[src/rtl/hazard_ctrl_pkg.sv]
// Shared types for the hazard controller: register address, shadow slot and FSM state.
package hazard_ctrl_pkg;

  localparam int HAZ_REG_AW = 5;
  localparam int HAZ_LAT_W  = 4;

  typedef logic Signal;
  typedef logic [HAZ_REG_AW-1:0] RegAddr;

  typedef struct packed {
    Signal  valid;
    RegAddr rd;
    Signal  reg_write;
    Signal  mem_read;
  } HazSlot;

  typedef enum logic {
    RUN   = 1'b0,
    MBUSY = 1'b1
  } HazState;

  // A slot "hits" an address when it will write that register; $0 never matches.
  function automatic Signal slot_hit(input HazSlot s, input RegAddr a);
    return s.valid & s.reg_write & (s.rd == a) & (a != '0);
  endfunction

endpackage

[src/rtl/hazard_ctrl_fwd_unit.sv]
// Forwarding select for one source operand, checked against the X and M shadow slots.
module fwd_unit
  import hazard_ctrl_pkg::*;
(
  input  RegAddr src_a,
  input  Signal  src_used,
  input  HazSlot sx,
  input  HazSlot sm,
  output Signal  hit_x,
  output Signal  fwd_x,
  output Signal  fwd_m
);

  // X wins over M; a load in X has no result yet, so it is never forwarded from X.
  always_comb begin
    hit_x = src_used & slot_hit(sx, src_a);
    fwd_x = hit_x & ~sx.mem_read;
    fwd_m = src_used & slot_hit(sm, src_a) & ~fwd_x;
  end

endmodule

[src/rtl/hazard_ctrl.sv]
// Hazard detection and sequencing for the 5-stage core: forwarding selects,
// load-use and multi-cycle stalls, and fetch/decode squash on taken branches.
// Slot address width follows the package; REG_AW must match HAZ_REG_AW.
module hazard_ctrl
  import hazard_ctrl_pkg::*;
#(
  parameter int REG_AW = HAZ_REG_AW,
  parameter int LAT_W  = HAZ_LAT_W
) (
  input  logic              clk,
  input  logic              rst,
  input  logic              d_valid,
  input  logic [REG_AW-1:0] d_rs_a,
  input  logic              d_rs_used,
  input  logic [REG_AW-1:0] d_rt_a,
  input  logic              d_rt_used,
  input  logic [REG_AW-1:0] d_rd_a,
  input  logic              d_reg_write,
  input  logic              d_mem_read,
  input  logic              d_multi,
  input  logic [LAT_W-1:0]  d_multi_lat,
  input  logic              x_branch_taken,
  output logic              fwdX_rs,
  output logic              fwdX_rt,
  output logic              fwdM_rs,
  output logic              fwdM_rt,
  output logic              stall,
  output logic              flush_fd
);

  HazState            state;
  logic [LAT_W-1:0]   cnt;
  HazSlot             sx;
  HazSlot             sm;
  HazSlot             d_slot;
  logic               post_rst;
  logic               active;
  logic               branch;
  logic               load_use;
  logic               start_multi;
  logic               rs_hit_x;
  logic               rt_hit_x;
  logic               rs_fwd_x;
  logic               rs_fwd_m;
  logic               rt_fwd_x;
  logic               rt_fwd_m;

  fwd_unit u_fwd_rs (
    .src_a    (d_rs_a),
    .src_used (d_rs_used),
    .sx       (sx),
    .sm       (sm),
    .hit_x    (rs_hit_x),
    .fwd_x    (rs_fwd_x),
    .fwd_m    (rs_fwd_m)
  );

  fwd_unit u_fwd_rt (
    .src_a    (d_rt_a),
    .src_used (d_rt_used),
    .sx       (sx),
    .sm       (sm),
    .hit_x    (rt_hit_x),
    .fwd_x    (rt_fwd_x),
    .fwd_m    (rt_fwd_m)
  );

  // Decide stall/flush and gate every output off during reset and the cycle after it.
  always_comb begin
    active      = ~rst & ~post_rst;
    branch      = active & x_branch_taken & (state == RUN);
    load_use    = d_valid & sx.mem_read & (rs_hit_x | rt_hit_x);
    flush_fd    = branch;
    stall       = active & ((state == MBUSY) | (load_use & ~branch));
    fwdX_rs     = active & rs_fwd_x;
    fwdX_rt     = active & rt_fwd_x;
    fwdM_rs     = active & rs_fwd_m;
    fwdM_rt     = active & rt_fwd_m;
    d_slot           = '0;
    d_slot.valid     = d_valid & ~flush_fd;
    d_slot.rd        = d_rd_a;
    d_slot.reg_write = d_reg_write;
    d_slot.mem_read  = d_mem_read;
    start_multi = d_slot.valid & d_multi & (d_multi_lat != '0);
  end

  // Advance the shadow slots and run the multi-cycle busy countdown.
  always_ff @(posedge clk) begin
    if (rst) begin
      state    <= RUN;
      cnt      <= '0;
      sx       <= '0;
      sm       <= '0;
      post_rst <= 1'b1;
    end else begin
      post_rst <= 1'b0;
      case (state)
        RUN: begin
          sm <= sx;
          if (stall) begin
            sx <= '0;
          end else begin
            sx <= d_slot;
            if (start_multi) begin
              state <= MBUSY;
              cnt   <= d_multi_lat;
            end
          end
        end
        MBUSY: begin
          cnt <= cnt - LAT_W'(1);
          if (cnt == LAT_W'(1)) begin
            state <= RUN;
          end
        end
        default: state <= RUN;
      endcase
    end
  end

endmodule
[config.mk]
export PLATFORM = sky130hd
export DESIGN_NAME = hazard_ctrl
export DESIGN_NICKNAME = d
export VERILOG_FILES = /design/src/rtl/hazard_ctrl_pkg.sv /design/src/rtl/hazard_ctrl_fwd_unit.sv /design/src/rtl/hazard_ctrl.sv
export SDC_FILE = /design/constraint.sdc
export NUM_CORES = 1
export LEC_CHECK = 0
export BUFFER_PORTS_ARGS = -buffer_cell sky130_fd_sc_hd__buf_2
export CAP_MARGIN = 20
export CORE_UTILIZATION = 35
export CTS_CLUSTER_DIAMETER = 60
export DETAILED_ROUTE_END_ITERATION = 7
export HOLD_SLACK_MARGIN = 0.15
export SYNTH_ARGS = -nofsm -noshare
export SYNTH_HDL_FRONTEND = slang
export SYNTH_HIERARCHICAL = 1
export SYNTH_SLANG_ARGS = --single-unit
[constraint.sdc]
create_clock -name clk -period 2.5 [get_ports clk]
set_input_delay 0.5 -clock clk [delete_from_list [all_inputs] [get_ports clk]]
set_output_delay 0.5 -clock clk [all_outputs]
set_load 0.05 [all_outputs]
==> out/qor.csv, run 1 <==
stage;metric;value;unit
worst_setup_path;crit path DAT;2.12;ns
sta;Worst Slack Setup Final;-0.116;ns
clocking;Hold Buf Count CTS;0;
pwr;Pleak;0.774;nW
yosys;syn_area_per_cell;8.79;um2
clocking;Clk Latency, worst-skew pair;0.26;ns
global_routing;first-pass GRT wire length;5.62;mm
sta;Tightest Pin Transition;0.506;ns
worst_setup_path;FF-to-FF Start;sx[6];
worst_setup_path;critical path endpoint category;output pin;
finish;final core utilization;52.5;%
floorplan;Die Height;62.8;um
floorplan;Core ar.;3440;um2
sta;clk_skew;0.00154;ns
global_routing;vias in the first global route;1237;
clocking;Root Driver;clkbuf_8;
detailed_routing;vias per inst;5.09;
clocking;CTS buffer count;3;
worst_setup_path;reg2reg end;cnt[3];
place;Post-DP HPWL;2.54;mm
hold_path;worst hold path type;primary input to flop;
sta;fin. max-slew vios;0;
outcome;failing checks;setup timing;
floorplan;DIE WIDTH;62.8;um
global_routing;largest net degree at the start of global routing;28;
sta;Tmin final;2.62;ns
clocking;clk buf depth;2;
worst_setup_path;Crit Path Class;primary input to output pin;
finish;area of the multi-input gates;898;um2
finish;n_diodes;0;
finish;Storage cell area;428;um2
worst_setup_path;CP Launch Point;d_rt_a[4];
finish;layout cell share with drive strength beyond 1;39.1;%
clocking;CTS H-tree depth;1;
pwr;Worst VDD drop;205;uV
pwr;pwr dens;468;nW/um2
place;routability cong.;0.918;
worst_setup_path;setup slack, reg-to-reg;0.28;ns
floorplan;DIE AREA;3940;um2
detailed_routing;DRT Wirelength;3.37;mm
finish;Final #Nets;228;
worst_setup_path;Startpoint Class;primary input;
sta;fin crit share;105;%
yosys;syn nets;177;
detailed_routing;initial DRC count;44;
place;pre-CTS setup slack;-0.294;ns
clocking;clk sinks;21;
detailed_routing;1st-pass router iterations;4;
floorplan;Initial Util;37.5;%
clocking;Post-CTS Setup Bufs;0;
worst_setup_path;crit-path max FO;2;
global_routing;gr usage total;18.3;%
clocking;CTS tree;done;
sta;Fmax;0.382;GHz
pwr;Pwr Total;846;uW
sta;Sum Neg Setup Slack;-0.319;ns
detailed_routing;remaining routing DRC violations;0;
finish;fill count;321;
global_routing;initial antenna violation count;0;
sta;Hold Violations, Final;0;
sta;RSZ-0062 raised after global routing;true;
yosys;cell area after synthesis;1290;um2
yosys;Yosys Warn Count;6;
floorplan;# IOs;34;
finish;Layout Area Growth over Synthesis;39.9;%
clocking;clk slew on worst S/H paths;0.08;ns
detailed_routing;Detail Route Antenna Nets;0;
detailed_routing;Vias;1238;
sta;Rel. slew slack;66.3;%
sta;hold_ws;0.467;ns
floorplan;num rows;21;
yosys;Post-Syn Instances;147;
worst_setup_path;reg2reg path depth;9;
detailed_routing;drt wl/cell;13.9;um
global_routing;GRT Residual Overflow;0;
job;MaxCap Viol Count;0;
outcome;status;complete, but fails checks;
worst_setup_path;Setup crit end;fwdM_rt;
worst_setup_path;critical path required time;2.00;ns
sta;Finish-stage setup viols;4;
place;Buffers on Ports;33;
-- metrics by stage --
step	instance area (um2)	cells
2_1_floorplan	1300	147
3_3_place_gp	1640	239
3_5_place_dp	1640	239
4_1_cts	1750	243
5_1_grt	1810	243
6_report	1810	243
-- registers in the layout, indices dropped and copies added (netlist names) --
signal / count
sm: 7
post_rst: 1
cnt: 4
sx: 8
state: 1
-- area by class of cell --
| type | count | area share [%] |
|---|---|---|
| well taps | 46 | 3.18 |
| repair buffers | 52 | 19.7 |
| multi-input cells | 114 | 49.7 |
| flip-flops and latches | 21 | 23.7 |
| clock buffers | 4 | 2.49 |
| inverters | 6 | 1.25 |
-- what timing repair did --
action	in CTS	in global routing
gates cloned	0	0
pin swaps	11	3
endpoints found under the setup margin	5	5
gates resized for setup	19	13
endpoints found under the hold margin	0	0
-- layout by cell type (no fill, tap or decap), drive strengths merged, types with 3 or more instances in the layout --
| cell type | instances |
|---|---|
| or3 | 3 |
| nor2 | 19 |
| nand2 | 5 |
| inv | 6 |
| dfxtp | 21 |
| clkbuf | 4 |
| nor4b | 3 |
| mux2i | 7 |
| o211ai | 3 |
| a22oi | 8 |
| nor4 | 4 |
| or4 | 4 |
| xnor2 | 4 |
| buf | 52 |
| o21ai | 4 |
| and2 | 5 |
| a21oi | 4 |
| nor3 | 5 |
| xor2 | 18 |
-- worst max-delay path, stage by stage --
cell	delay, ns
buf_2	0.11
xor2_1	0.16
or4_4	0.55
buf_4	0.16
nor4b_4	0.26
nor3_1	0.08
and2_1	0.15
buf_6	0.15
-- where the power goes --
group          switching (mW)  internal [mW]  total (mW)
sequential             0.0354          0.362       0.398
clock                   0.111          0.114       0.225
combinational           0.112          0.111       0.223
-- worst min path at each step --
stage | cells past startpoint | slack [ns] | endpoint | startpoint
6_report | 3 | 0.47 | sx[4] | d_rd_a[2]
5_1_grt | 3 | 0.47 | sx[0] | d_mem_read
4_1_cts | 3 | 0.47 | sx[3] | d_rd_a[1]
3_5_place_dp | 2 | 0.53 | sm[1] | sm[1]
3_3_place_gp | 2 | 0.53 | sm[1] | sm[1]
2_1_floorplan | 2 | 0.49 | sm[1] | sm[1]
-- per-layer routing --
metal	part of all wire (%)	track usage, %	vias up
li1	-	-	626
met1	48	23.8	562
met5	0	0	-
met2	45	28.9	42
met3	4.4	2.55	8
met4	2.6	10.5	0
(Power assumes the default switching activity.)
==> run 2: changes to the inputs <==
- BUFFER_PORTS_ARGS: -buffer_cell sky130_fd_sc_hd__buf_2 -> unset
- CORE_UTILIZATION: 35 -> 60
- DONT_BUFFER_PORTS: unset -> 1
- PLACE_DENSITY: unset -> 0.76
==> run 2 against run 1 <==
The run still ends with setup timing left. Global-route usage is 9.5 points higher. Final area is 15% lower. Register-to-register slack worse by 0.08 ns. Die area is 41% lower. Power is 14% lower. Largest cell class unchanged. Worst setup slack worse by 0.073 ns. Maximum frequency is 2.7% lower.
==> out/qor.csv, run 2 (synthesized netlist as in run 1, its figures left out) <==
stage;metric;value;unit;change
outcome;failing checks;setup timing;;unchanged
sta;Finish-stage setup viols;5;;was 4
global_routing;GRT Residual Overflow;0;;unchanged
sta;clk_skew;0.00364;ns;was 0.00154 ns
finish;registers with the most flip-flops;sx x8, sm x7, cnt x4;;unchanged
worst_setup_path;crit-path max FO;4;;was 2
place;Post-DP HPWL;2.25;mm;was 2.54 mm
worst_setup_path;CP delay by family, top;simple AND/OR/NAND/NOR gates;;unchanged
worst_setup_path;critical path endpoint category;output pin;;unchanged
sta;Rel. slew slack;70.1;%;was 66.3%
worst_setup_path;crit path DAT;2.19;ns;was 2.12 ns
pwr;Pleak;0.606;nW;was 0.774 nW
detailed_routing;1st-pass router iterations;4;;unchanged
finish;n_diodes;0;;unchanged
worst_setup_path;crit path cell chain;xor2_1 -> or4_4 -> buf_4 -> buf_6 -> nor4b_4 -> and2_4 -> buf_12;;was buf_2 -> xor2_1 -> or4_4 -> buf_4 -> nor4b_4 -> nor3_1 -> and2_1 -> buf_6
finish;most common cell after layout, fill and taps aside;nor2_1;;was buf_2
global_routing;vias in the first global route;1125;;was 1237
detailed_routing;Detail Route Antenna Nets;0;;unchanged
clocking;CTS tree;done;;unchanged
floorplan;Die Height;48.4;um;was 62.8 um
pwr;pwr dens;474;nW/um2;was 468 nW/um2
outcome;status;complete, but fails checks;;unchanged
detailed_routing;Vias;1109;;was 1238
worst_setup_path;Crit Path Class;flop to output pin;;was primary input to output pin
finish;Final #Nets;191;;was 228
global_routing;first-pass GRT wire length;5.10;mm;was 5.62 mm
finish;Layout Area Growth over Synthesis;19.4;%;was 39.9%
sta;fin. max-slew vios;0;;unchanged
detailed_routing;DRT Wirelength;3.05;mm;was 3.37 mm
floorplan;# IOs;34;;unchanged
worst_setup_path;Buf/Inv on CP;3;;unchanged
finish;max reg flops;8;;unchanged
job;MaxCap Viol Count;0;;unchanged
global_routing;gr usage total;27.8;%;was 18.3%
detailed_routing;vias per inst;5.93;;was 5.09
detailed_routing;initial DRC count;16;;was 44
place;Post-DP Area;1440;um2;was 1640 um2
clocking;clk sinks;21;;unchanged
clocking;Root Driver;clkbuf_4;;was clkbuf_8
sta;Worst Slack Setup Final;-0.189;ns;was -0.116 ns
sta;RSZ-0062 raised after global routing;true;;unchanged
clocking;Clk Latency, worst-skew pair;0.30;ns;was 0.26 ns
floorplan;DIE AREA;2340;um2;was 3940 um2
detailed_routing;remaining routing DRC violations;0;;unchanged
sta;Tmin final;2.69;ns;was 2.62 ns
global_routing;initial antenna violation count;0;;unchanged
finish;layout cell share with drive strength beyond 1;23.1;%;was 39.1%
place;Buffers on Ports;0;;was 33
floorplan;num rows;16;;was 21
clocking;clk slew on worst S/H paths;0.11;ns;was 0.08 ns
clocking;CTS H-tree depth;1;;unchanged
clocking;Hold Buf Count CTS;0;;unchanged
hold_path;worst hold path type;primary input to flop;;unchanged
place;routability cong.;0.810;;was 0.918
detailed_routing;drt wl/cell;16.3;um;was 13.9 um
worst_setup_path;CP peak stage delay;0.53;ns;was 0.55 ns
pwr;Pwr Total;731;uW;was 846 uW
clocking;clk buf depth;2;;unchanged
sta;Hold Violations, Final;0;;unchanged
worst_setup_path;critical path required time;2.00;ns;about the same
global_routing;largest net degree at the start of global routing;28;;unchanged
finish;largest register by flop count;sx;;unchanged
worst_setup_path;slowest cell on the critical path;or4_4;;unchanged
finish;commonest non-fill, non-tap cells in the layout;nor2_1, dfxtp_1, xor2_1, buf_4, a22oi_1;;was buf_2, nor2_1, buf_4, xor2_1, dfxtp_1
pwr;Worst VDD drop;322;uV;was 205 uV
worst_setup_path;Startpoint Class;flop;;was primary input
sta;Fmax;0.372;GHz;was 0.382 GHz
sta;fin crit share;108;%;was 105%
finish;post-route design area;1540;um2;was 1810 um2
clocking;CTS buffer count;3;;unchanged
floorplan;Core ar.;2000;um2;was 3440 um2
sta;Tightest Pin Transition;0.447;ns;was 0.506 ns
floorplan;Initial Util;64.6;%;was 37.5%
floorplan;DIE WIDTH;48.4;um;was 62.8 um
-- run 2: cell types whose count changed in the layout (fill, tap and decap cells not counted), moves of 2 or more --
cell,delta
dfxtp_2,-2
buf_4,-8
clkbuf_8,-3
buf_6,-2
buf_8,-2
buf_12,+2
buf_2,-27
clkbuf_4,+3
-- run 2: power by group --
group / internal [mW] / switching [mW] / total (mW)
Sequential: 0.362 / 0.0360 / 0.398
Clock: 0.0622 / 0.102 / 0.165
Combinational: 0.0837 / 0.0845 / 0.168
Total: 0.508 / 0.223 / 0.731
-- run 2: worst paths after layout --
| path | from | endpoint | slack [ns] | cells after the start |
|---|---|---|---|---|
| worst max-delay path | sx[6] | fwdX_rs | -0.19 | 7 |
| worst min-delay path | rst | post_rst | 0.22 | 0 |
| worst max register to register | sx[6] | cnt[3] | 0.20 | 10 |
| worst min register to register | sx[3] | sm[3] | 0.56 | 2 |
-- run 2: final cells by class --
type	instances	area (um2)
fill	151	459
tap	27	33.8
multi-input combinational	114	882
sequential	21	429
clock buffer	4	26.3
inverter	6	22.5
timing repair buffer	15	149
-- run 2: metrics by stage --
step                      setup TNS [ns]  hold WS (ns)  setup slack, ns  util (%)  std cells
final                             -0.648         0.216           -0.189      77.1        187
after floorplan                   -0.350         0.486           -0.350         -        147
after global routing               -1.09         0.190           -0.266      77.1        187
after CTS                         -0.858         0.212           -0.219      76.4        187
after detailed placement          -0.276         0.529           -0.186      71.7        181
after global placement            -0.104         0.515           -0.104      71.7        181
-- run 2: what timing repair did --
action | in CTS | in global routing
setup buffers | 2 | 0
pin swaps | 11 | 2
gates resized for setup | 15 | 3
setup endpoints to repair | 5 | 7
hold endpoints to repair | 0 | 0
cloned | 0 | 0
-- run 2: routing by layer --
layer | vias up | part of all wire (%) | global-route usage (%)
met5 | - | 0 | 0
met4 | 0 | 0.49 | 5.88
met3 | 2 | 5.3 | 4.40
met2 | 34 | 50 | 50.5
met1 | 518 | 45 | 34.6
li1 | 555 | - | -
